**config.mk**
```make
export PLATFORM = sky130hd
export DESIGN_NAME = cdb_arbiter
export DESIGN_NICKNAME = d
export VERILOG_FILES = /design/src/rtl/rv32i_types.sv /design/src/rtl/cdb_result_fifo.sv /design/src/rtl/cdb_arbiter.sv
export SDC_FILE = /design/constraint.sdc
export NUM_CORES = 1
export LEC_CHECK = 0
export ABC_CLOCK_PERIOD_IN_PS = 6150
export BUFFER_PORTS_ARGS = -buffer_cell sky130_fd_sc_hd__buf_4
export CAP_MARGIN = 20
export CORE_UTILIZATION = 40
export DETAILED_ROUTE_END_ITERATION = 10
export PLACE_DENSITY = 0.63
export SYNTH_ARGS = -nofsm -noshare
export SYNTH_HDL_FRONTEND = slang
export SYNTH_SLANG_ARGS = --single-unit
```
**constraint.sdc**
```tcl
create_clock -name clk -period 6.15 [get_ports clk]
set_clock_uncertainty 0.2 [all_clocks]
set_input_delay 1.23 -clock clk [delete_from_list [all_inputs] [get_ports clk]]
set_output_delay 1.23 -clock clk [all_outputs]
set_load 0.005 [all_outputs]
```
**src/rtl/rv32i_types.sv**
```systemverilog
// Shared types for the completion path: the result entry carried on the
// common data bus and the functional-unit index constants.
package rv32i_types;

  localparam int unsigned ROB_IDX_W = 5;
  localparam int unsigned DATA_W    = 32;

  // Requester indices on the CDB arbiter.
  localparam int unsigned FU_ALU = 0;
  localparam int unsigned FU_MUL = 1;
  localparam int unsigned FU_LSU = 2;

  typedef struct packed {
    logic [ROB_IDX_W-1:0] rob_idx;
    logic [4:0]           rd_addr;
    logic [DATA_W-1:0]    data;
    logic                 regf_we;
  } cdb_entry_t;

endpackage

```
**src/rtl/cdb_result_fifo.sv**
```systemverilog
// Single-clock result FIFO holding cdb_entry_t records for one functional unit.
// Ports:
//   clk, rst_n     clock, asynchronous active-low reset
//   flush          synchronous clear of all entries (overrides push/pop)
//   push, wdata    enqueue request and entry (caller guarantees !full)
//   pop            dequeue the head (caller guarantees !empty)
//   head           current head entry
//   count          number of stored entries (0..DEPTH)
//   full, empty    occupancy flags
module cdb_result_fifo
  import rv32i_types::*;
#(
  parameter int unsigned DEPTH = 2
) (
  input  logic                     clk,
  input  logic                     rst_n,
  input  logic                     flush,
  input  logic                     push,
  input  logic                     pop,
  input  cdb_entry_t               wdata,
  output cdb_entry_t               head,
  output logic [$clog2(DEPTH):0]   count,
  output logic                     full,
  output logic                     empty
);

  localparam int unsigned PW = $clog2(DEPTH);

  cdb_entry_t           mem_q [DEPTH];
  logic [PW-1:0]        wr_ptr_q, wr_ptr_d;
  logic [PW-1:0]        rd_ptr_q, rd_ptr_d;
  logic [$clog2(DEPTH):0] count_q, count_d;

  // DEPTH is a power of two, so natural pointer overflow is the modulo wrap.
  always_comb begin
    wr_ptr_d = wr_ptr_q;
    rd_ptr_d = rd_ptr_q;
    count_d  = count_q;
    if (flush) begin
      wr_ptr_d = '0;
      rd_ptr_d = '0;
      count_d  = '0;
    end else begin
      if (push) wr_ptr_d = wr_ptr_q + 1'b1;
      if (pop)  rd_ptr_d = rd_ptr_q + 1'b1;
      case ({push, pop})
        2'b10:   count_d = count_q + 1'b1;
        2'b01:   count_d = count_q - 1'b1;
        default: count_d = count_q;
      endcase
    end
  end

  always_ff @(posedge clk or negedge rst_n) begin
    if (!rst_n) begin
      wr_ptr_q <= '0;
      rd_ptr_q <= '0;
      count_q  <= '0;
    end else begin
      wr_ptr_q <= wr_ptr_d;
      rd_ptr_q <= rd_ptr_d;
      count_q  <= count_d;
    end
  end

  // Storage needs no reset: count gates every read.
  always_ff @(posedge clk) begin
    if (push && !flush) mem_q[wr_ptr_q] <= wdata;
  end

  assign head  = mem_q[rd_ptr_q];
  assign count = count_q;
  assign full  = (count_q == ($clog2(DEPTH)+1)'(DEPTH));
  assign empty = (count_q == '0);

  a_no_overflow: assert property (@(posedge clk) disable iff (!rst_n)
    count_q <= ($clog2(DEPTH)+1)'(DEPTH));
  a_push_not_full: assert property (@(posedge clk) disable iff (!rst_n)
    push |-> !full);
  a_pop_not_empty: assert property (@(posedge clk) disable iff (!rst_n)
    pop |-> !empty);

endmodule

```
**src/rtl/cdb_arbiter.sv**
```systemverilog
// Common data bus arbiter: each functional unit queues completed results in
// its own FIFO; a round-robin arbiter broadcasts one result per cycle on a
// registered CDB, stalled by cdb_ready.
// Ports:
//   clk, rst_n            clock, asynchronous active-low reset
//   flush                 synchronous squash of queued and pending results
//   fu_valid/fu_ready     per-unit offer / FIFO-can-accept
//   fu_rob_idx, fu_rd_addr, fu_data, fu_regf_we
//                         per-unit result fields, packed unit 0 in the LSBs
//   cdb_ready             consumers accept the current broadcast
//   cdb_valid, cdb_rob_idx, cdb_rd_addr, cdb_data, cdb_regf_we, cdb_src
//                         registered broadcast and the winning unit index
module cdb_arbiter
  import rv32i_types::*;
#(
  parameter int unsigned NUM_FU        = 3,
  parameter int unsigned FIFO_DEPTH    = 2,
  parameter int unsigned ROB_IDX_WIDTH = 5,
  parameter int unsigned DATA_WIDTH    = 32
) (
  input  logic                              clk,
  input  logic                              rst_n,
  input  logic                              flush,
  input  logic [NUM_FU-1:0]                 fu_valid,
  output logic [NUM_FU-1:0]                 fu_ready,
  input  logic [NUM_FU*ROB_IDX_WIDTH-1:0]   fu_rob_idx,
  input  logic [NUM_FU*5-1:0]               fu_rd_addr,
  input  logic [NUM_FU*DATA_WIDTH-1:0]      fu_data,
  input  logic [NUM_FU-1:0]                 fu_regf_we,
  input  logic                              cdb_ready,
  output logic                              cdb_valid,
  output logic [ROB_IDX_WIDTH-1:0]          cdb_rob_idx,
  output logic [4:0]                        cdb_rd_addr,
  output logic [DATA_WIDTH-1:0]             cdb_data,
  output logic                              cdb_regf_we,
  output logic [$clog2(NUM_FU)-1:0]         cdb_src
);

  localparam int unsigned SRC_W = $clog2(NUM_FU);
  localparam int unsigned CNT_W = $clog2(FIFO_DEPTH) + 1;

  cdb_entry_t             in_entry   [NUM_FU];
  cdb_entry_t             head_entry [NUM_FU];
  logic [CNT_W-1:0]       fifo_count [NUM_FU];
  logic [NUM_FU-1:0]      fifo_full;
  logic [NUM_FU-1:0]      fifo_empty;
  logic [NUM_FU-1:0]      push;
  logic [NUM_FU-1:0]      pop;

  logic                   cdb_valid_q;
  cdb_entry_t             cdb_q;
  logic [SRC_W-1:0]       src_q;
  logic [SRC_W-1:0]       rr_ptr_q;

  logic                   load_en;
  logic                   found;
  logic [SRC_W-1:0]       winner;
  cdb_entry_t             win_entry;

  for (genvar g = 0; g < NUM_FU; g++) begin : g_fu
    assign in_entry[g] = '{
      rob_idx: fu_rob_idx[g*ROB_IDX_WIDTH +: ROB_IDX_WIDTH],
      rd_addr: fu_rd_addr[g*5 +: 5],
      data:    fu_data[g*DATA_WIDTH +: DATA_WIDTH],
      regf_we: fu_regf_we[g]
    };
    assign fu_ready[g] = (fifo_count[g] < CNT_W'(FIFO_DEPTH));
    assign push[g]     = fu_valid[g] && fu_ready[g];

    cdb_result_fifo #(
      .DEPTH (FIFO_DEPTH)
    ) u_fifo (
      .clk   (clk),
      .rst_n (rst_n),
      .flush (flush),
      .push  (push[g]),
      .pop   (pop[g]),
      .wdata (in_entry[g]),
      .head  (head_entry[g]),
      .count (fifo_count[g]),
      .full  (fifo_full[g]),
      .empty (fifo_empty[g])
    );
  end

  assign load_en = !cdb_valid_q || cdb_ready;

  // First non-empty FIFO scanning upward from rr_ptr, wrapping at NUM_FU.
  always_comb begin
    found  = 1'b0;
    winner = '0;
    for (int unsigned k = 0; k < NUM_FU; k++) begin
      if (!found && !fifo_empty[(32'(rr_ptr_q) + k) % NUM_FU]) begin
        found  = 1'b1;
        winner = SRC_W'((32'(rr_ptr_q) + k) % NUM_FU);
      end
    end
  end

  always_comb begin
    win_entry = head_entry[winner];
    win_entry.regf_we = head_entry[winner].regf_we &&
                        (head_entry[winner].rd_addr != 5'd0);
  end

  always_comb begin
    pop = '0;
    for (int unsigned i = 0; i < NUM_FU; i++) begin
      pop[i] = load_en && found && !flush && (32'(winner) == i);
    end
  end

  always_ff @(posedge clk or negedge rst_n) begin
    if (!rst_n) begin
      cdb_valid_q <= 1'b0;
      cdb_q       <= '0;
      src_q       <= '0;
      rr_ptr_q    <= '0;
    end else if (flush) begin
      cdb_valid_q <= 1'b0;
      rr_ptr_q    <= '0;
    end else if (load_en) begin
      if (found) begin
        cdb_valid_q <= 1'b1;
        cdb_q       <= win_entry;
        src_q       <= winner;
        rr_ptr_q    <= (32'(winner) == NUM_FU - 1) ? '0 : winner + 1'b1;
      end else begin
        cdb_valid_q <= 1'b0;
      end
    end
  end

  assign cdb_valid   = cdb_valid_q;
  assign cdb_rob_idx = cdb_q.rob_idx;
  assign cdb_rd_addr = cdb_q.rd_addr;
  assign cdb_data    = cdb_q.data;
  assign cdb_regf_we = cdb_q.regf_we;
  assign cdb_src     = src_q;

  a_cdb_stable: assert property (@(posedge clk) disable iff (!rst_n)
    (cdb_valid_q && !cdb_ready && !flush) |=>
      (cdb_valid_q && $stable(cdb_q) && $stable(src_q)));
  a_ready_is_full_n: assert property (@(posedge clk) disable iff (!rst_n)
    fu_ready == ~fifo_full);

endmodule

```
; After elaboration in Yosys (flattened, before gate mapping)
; Memory sizes are Yosys's and may differ from the RTL's.
; Cells that the tools add are included.
[totals]
mem_count = 3
reg_bits = 60
elab_cells = 138
ram_bits = 258
[mem_list]
columns = name, words, word_bits, read_ports, rd_ports_with_merged_regs, write_ports, line
row1 = g_fu[0].u_fifo.mem_q, 2, 43, 1, 0, 1, cdb_result_fifo.sv:29  ; cdb_entry_t mem_q [DEPTH];
row2 = g_fu[1].u_fifo.mem_q, 2, 43, 1, 0, 1, cdb_result_fifo.sv:29
row3 = g_fu[2].u_fifo.mem_q, 2, 43, 1, 0, 1, cdb_result_fifo.sv:29
[classes]
order_cmp = 7
div = 3
n_eq_ne = 8
bitwise_logic = 2
n_addsub = 15
n_reduce_logical = 38
n_mux = 46
[ops]
columns = op, n
row1 = < comparator 32 x 3 -> 1 bit (second input constant), 3
row2 = binary-select mux 43 bit (select 2 bit), 1
row3 = 2-to-1 mux 43 bit, 2
row4 = remainder unit 32 x 2 -> 32 bit (second input constant), 2
row5 = remainder unit 2 x 2 -> 32 bit (second input constant), 1
row6 = 2-to-1 mux 1 bit, 27
row7 = 2-to-1 mux 2 bit, 10
row8 = nonzero test 2 bit, 8
row9 = logical AND 1 bit, 14
row10 = case mux 2 bit (2 select lines), 3
row11 = nonzero test 3 bit, 3
row12 = adder 2 x 1 -> 2 bit (second input constant), 4
row13 = equality test 2 x 1 -> 1 bit (second input constant), 4
row14 = equality test 2 bit (second input constant), 4
row15 = logical NOT 2 bit, 4
row16 = adder 1 bit (second input constant), 6
row17 = binary-select mux 1 bit (select 2 bit), 3
row18 = < comparator 2 bit (second input constant), 3
row19 = subtractor 2 x 1 -> 2 bit (second input constant), 3
row20 = logical NOT 1 bit, 5
row21 = nonzero test 5 bit, 1
row22 = adder 2 x 1 -> 3 bit (second input constant), 1
row23 = adder 2 x 2 -> 3 bit (second input constant), 1
row24 = >= comparator 3 bit (second input constant), 1
row25 = other kinds (5), 5

; Depth between registers and ports, before layout
[depth]
word_depth = 16
depth_mapped = 11

; Cells and area by module
; From an unflattened synthesis, not the netlist that was laid out.
[hier_totals]
hier_cells = 826
hier_area_um2 = 13482.9
[by_module_without_submodules]
columns = mod, seq_area_each_um2, n_inst, area_per_inst_um2, cells_each
row1 = cdb_result_fifo (g_fu[0].u_fifo ...), 2682.6, 2, 3488.3, 155
row2 = cdb_result_fifo (g_fu[1].u_fifo), 2682.6, 1, 3482.1, 154
row3 = cdb_arbiter, 1201.2, 1, 3024.2, 362

; Worst setup path after synthesis
; OpenSTA, ideal clock, no wires.
[synth_timing]
kind = input -> register
startpoint = input port flush
endpoint = memory g_fu[0].u_fifo.mem_q[1][0] (netlist name) (enable)
path_stages = 2
path_buffers = 1
setup_slack_ns = 0.821
t_arrival_ns = 4.623
path_cell_list = buf_1 nor3b_1
[synth_between]
elab_chain_cells = 4
[synth_lines]
columns = element, line
row1 = "start, declared", cdb_arbiter.sv:23  ; input logic flush,
row2 = logical NOT 1 bit, cdb_result_fifo.sv:68  ; if (push && !flush) mem_q[wr_ptr_q] <= wdata;
row3 = logical AND 1 bit, cdb_result_fifo.sv:68
row4 = 2-to-1 mux 1 bit, cdb_result_fifo.sv:68
row5 = 2-to-1 mux 1 bit (not written as such), cdb_result_fifo.sv:68
row6 = "end, declared", cdb_result_fifo.sv:29
; Every way passes these cells.

; Worst setup path in the final report
[layout_timing]
startpoint = register rr_ptr_q[0]
endpoint = register cdb_q (netlist bit cdb_data[3])
[layout_between]
elab_chain_cells = 14
elab_cells_between_ends = 27
[layout_lines]
columns = element, line
row1 = "start, declared", cdb_arbiter.sv:53  ; logic [SRC_W-1:0] rr_ptr_q;
row2 = "start signal, assigned", cdb_arbiter.sv:127  ; rr_ptr_q <= (32'(winner) == NUM_FU - 1) ? '0 : winner + 1'b1;
row3 = adder 2 x 1 -> 3 bit, "cdb_arbiter.sv:93, cdb_arbiter.sv:95"
row4 = remainder unit 32 x 2 -> 32 bit, "cdb_arbiter.sv:93, cdb_arbiter.sv:95"
row5 = binary-select mux 1 bit (select 2 bit), cdb_arbiter.sv:93  ; if (!found && !fifo_empty[(32'(rr_ptr_q) + k) % NUM_FU]) begin
row6 = 2-to-1 mux 1 bit (not written as such), cdb_arbiter.sv:93
row7 = logical NOT 1 bit, cdb_arbiter.sv:93
row8 = logical AND 1 bit, cdb_arbiter.sv:93
row9 = 2-to-1 mux 1 bit, cdb_arbiter.sv:93
row10 = logical NOT 1 bit, cdb_arbiter.sv:93
row11 = logical AND 1 bit, cdb_arbiter.sv:93
row12 = 2-to-1 mux 2 bit, cdb_arbiter.sv:93
row13 = inverter 2 -> 3 bit (not written as such), cdb_arbiter.sv:101  ; win_entry = head_entry[winner];
row14 = binary-select mux 43 bit (select 2 bit), cdb_arbiter.sv:101
row15 = 2-to-1 mux 43 bit (2 in a row), -
row16 = "end signal, assigned", cdb_arbiter.sv:125  ; cdb_q <= win_entry;
row17 = "end, declared", cdb_arbiter.sv:51  ; cdb_entry_t cdb_q;
; Several ways; a longest one is shown, not always the timed one. The select of a mux whose other input is x is not followed.
; A chain may end at the register's enable or synchronous reset.

==> out/qor.txt <==
status: finished, final reports clean
Worst R2R Start: rr_ptr_q[0]$_DFFE_PN0P_
RSZ-0062 raised after global routing: false
mapped cell area: 12790 um2
via count: 7358
Final Cycle Share: 0.5953
worst hold endpoint: cdb_rob_idx[3]$_DFFE_PN0P_
worst skew pair latency: 0.51 ns
CTS Buf Count: 37
die width: 180.8 um
Yosys reg bits: 318
critical path class: reg -> reg
Final min period: 3.661 ns
min-delay src: cdb_rob_idx[3]$_DFFE_PN0P_
pin count of the biggest net entering global routing: 94
total gr overflow: 0
FFs w/ async S/R, synth: 0.1887
Routed Antenna Nets: 0
# port buffers: 184
crit path cell chain: inv_1 -> ha_1 -> o21ai_0 -> o21ai_0 -> a22o_2 -> mux2_2 -> o221ai_1 -> o21a_1
Slew Limit Fails: 0
CP Capture Type: register
vias in the first global route: 7674
power density cells: 489.7 nW/um2
P_leak: 5.520 nW
R2R Path End: cdb_data[3]$_DFFE_PN0P_
worst r2r path cells: 8
TritonRoute pass-1 iters: 5
# setup viols final: 0
global-route wire length before repair: 44710 um
fin util: 0.5049
residual DRC count: 0
crit-path max FO: 36
DRT iter0 DRCs: 487
dominant synthesized flop cell: edfxtp_1
worst path bufs/invs: 1
CTS H-tree lvls: 2
total track usage: 0.1814
slowest CP cell: a22o_2
Filler cells: 2611
Max rail drop VDD: 0.2736 mV
DR WL/cell: 21.35 um
final setup TNS: 0 ns
final HPWL from detailed placement: 17850 um
Hold Crit Class: reg -> reg
tightest hold margin: 0.2874 ns
syn nets: 899
via/cell ratio: 5.344
fmax: 273.2 MHz
Die Height: 180.8 um
R2R setup slack: 2.49 ns
RePlAce Congestion: 0.8402
Syn Area/Cell: 16.83 um2
Core Area: 31470 um2
Area growth syn-to-layout: 24.25%
Routed WL: 29410 um
Max-Cap Viols: 0
final hold violation count: 0
hold depth: 1
worst rel slew slack: 0.2554
share of layout cells above drive strength 1: 0.3183
Root Driver: clkbuf_16
synthesized instance count: 760
CP max stage delay: 1.02 ns
setup bufs post-CTS: 0
post-synthesis sequential area ratio: 0.7231
initial antenna violation count: 2
Die Area: 32700 um2
Reg area: 9260 um2
Initial Utilization: 0.4064
crit path launch type: register
family with the most delay on the worst path: compound AO/OA/AOI/OAI gates
Netlist cell types: 54
CTS Sinks: 318
Rows: 65
clock-pin slew on the worst setup and hold paths: 0.06 ns
NumNets Final: 1085
total number of yosys warnings: 0
io pins: 185
Multi-input gate area: 3342 um2
Critical Path RT: 6.39 ns
number of synthesized flops with an enable pin: 258
Max Root-Sink Buffers: 3
CTS tree: done
actual slew at the worst max-slew pin: 1.117 ns
Critical Path Most Common Cell: o21ai_0
Post-CTS Resized: 0
CP arrival: 3.90 ns
cts hold-fix bufs: 0
==> synth_stat cells (4+ instances only) <==
cell type | number | share of area
a21oi_1 | 15 | 0.0059
buf_2 | 13 | 0.0051
buf_6 | 5 | 0.0044
clkbuf_1 | 28 | 0.0082
dfrtp_1 | 60 | 0.12
edfxtp_1 | 258 | 0.61
inv_1 | 7 | 0.0021
mux2_1 | 8 | 0.0070
mux2_2 | 34 | 0.030
mux2i_1 | 127 | 0.099
nand2_1 | 13 | 0.0038
nor2_1 | 17 | 0.0050
nor3_1 | 10 | 0.0039
nor3b_1 | 5 | 0.0029
nor4_1 | 4 | 0.0020
o21a_1 | 43 | 0.025
o21ai_0 | 7 | 0.0027
o221ai_1 | 41 | 0.028
or3_1 | 4 | 0.0020
xnor2_1 | 5 | 0.0034
==> metrics by stage <==
stage / worst slack [ns] / std cells / cell area (um2) / power [mW]
floorplan: 0.8210 / 760 / 12790 / 4.720
global placement: 2.570 / 1308 / 14600 / 5.518
detailed placement: 2.525 / 1308 / 14600 / 5.580
CTS: 2.484 / 1375 / 15870 / 7.853
global route: 2.268 / 1376 / 15890 / 8.197
finish: 2.489 / 1377 / 15890 / 7.783
==> power by group <==
group | switching, mW | internal (mW) | leakage, nW
clock | 0.837 | 1.41 | 0.627
combinational | 1.26 | 1.19 | 1.83
sequential | 0.382 | 2.71 | 3.06
==> state kept, by name, summed over array words and instances (netlist names), 2 cells and up <==
name / flops
cdb_data: 32
cdb_rd_addr: 5
cdb_rob_idx: 5
cdb_src: 2
g_fu.u_fifo.count: 6
g_fu.u_fifo.mem_q: 258
g_fu.u_fifo.rd_ptr_q: 3
g_fu.u_fifo.wr_ptr_q: 3
rr_ptr_q: 2
==> logic make-up after synthesis <==
family          count (synthesis)  synth area share
fa+ha+maj                       3          0.002935
compound gates                139           0.08373
mux                           169            0.1364
xor+xnor                        8          0.005478
simple gates                   67           0.02778
buf+inv                        56           0.02064
flops                         318            0.7231
==> worst register-to-register path: cells and delay by family, from the launching register on <==
family                   cells  cell delay [ns]
flip-flops                   1             0.35
adder cells (fa/ha/maj)      1             0.44
AO/OA/AOI/OAI                5             2.08
multiplexers                 1             0.44
buffers and inverters        1             0.08
==> layout make-up <==
cell class | instances | share of cell area
Sequential cell | 318 | 0.5827
Multi-Input combinational cell | 386 | 0.2103
Timing Repair Buffer | 196 | 0.09337
Clock buffer | 50 | 0.06590
Tap cell | 402 | 0.03165
Clock inverter | 17 | 0.01433
Inverter | 7 | 0.001653
Antenna cell | 1 | 0.0001575
==> worst max path at each step <==
stage	cells after the start	startpoint	endpoint
2_1_floorplan	2	flush	g_fu[0].u_fifo.mem_q[1][0]$_DFFE_PP_
3_3_place_gp	8	rr_ptr_q[0]$_DFFE_PN0P_	cdb_rob_idx[4]$_DFFE_PN0P_
3_5_place_dp	8	rr_ptr_q[0]$_DFFE_PN0P_	cdb_data[22]$_DFFE_PN0P_
4_1_cts	8	rr_ptr_q[0]$_DFFE_PN0P_	cdb_data[22]$_DFFE_PN0P_
5_1_grt	8	rr_ptr_q[0]$_DFFE_PN0P_	cdb_data[22]$_DFFE_PN0P_
6_report	8	rr_ptr_q[0]$_DFFE_PN0P_	cdb_data[3]$_DFFE_PN0P_
==> metal layers <==
| metal | track usage | up-vias | part of all wire |
|---|---|---|---|
| li1 | - | 3396 | - |
| met1 | 0.2356 | 3700 | 0.43 |
| met2 | 0.3084 | 227 | 0.49 |
| met3 | 0.03850 | 33 | 0.058 |
| met4 | 0.04752 | 2 | 0.015 |
| met5 | 0 | - | 0.00058 |
==> layout by cell type (no fill, tap or decap), types with 3 or more instances in the layout <==
cell / count
edfxtp_1: 258
buf_4: 195
mux2i_1: 127
dfrtp_1: 57
o21a_1: 43
o221ai_1: 41
clkbuf_16: 39
mux2_2: 34
nor2_1: 17
a21oi_1: 15
nand2_1: 12
mux2_1: 8
clkbuf_1: 8
inv_1: 7
nor3_1: 7
o21ai_0: 7
clkinv_2: 7
xnor2_1: 5
bufinv_16: 5
nor4_1: 4
nor3b_2: 3
nor3_2: 3
a211oi_1: 3
or3_1: 3
a31oi_1: 3
xor2_1: 3
ha_1: 3
clkbuf_8: 3
clkinv_4: 3
dfrtp_4: 3
No activity file was read; power rests on OpenSTA's default activity.
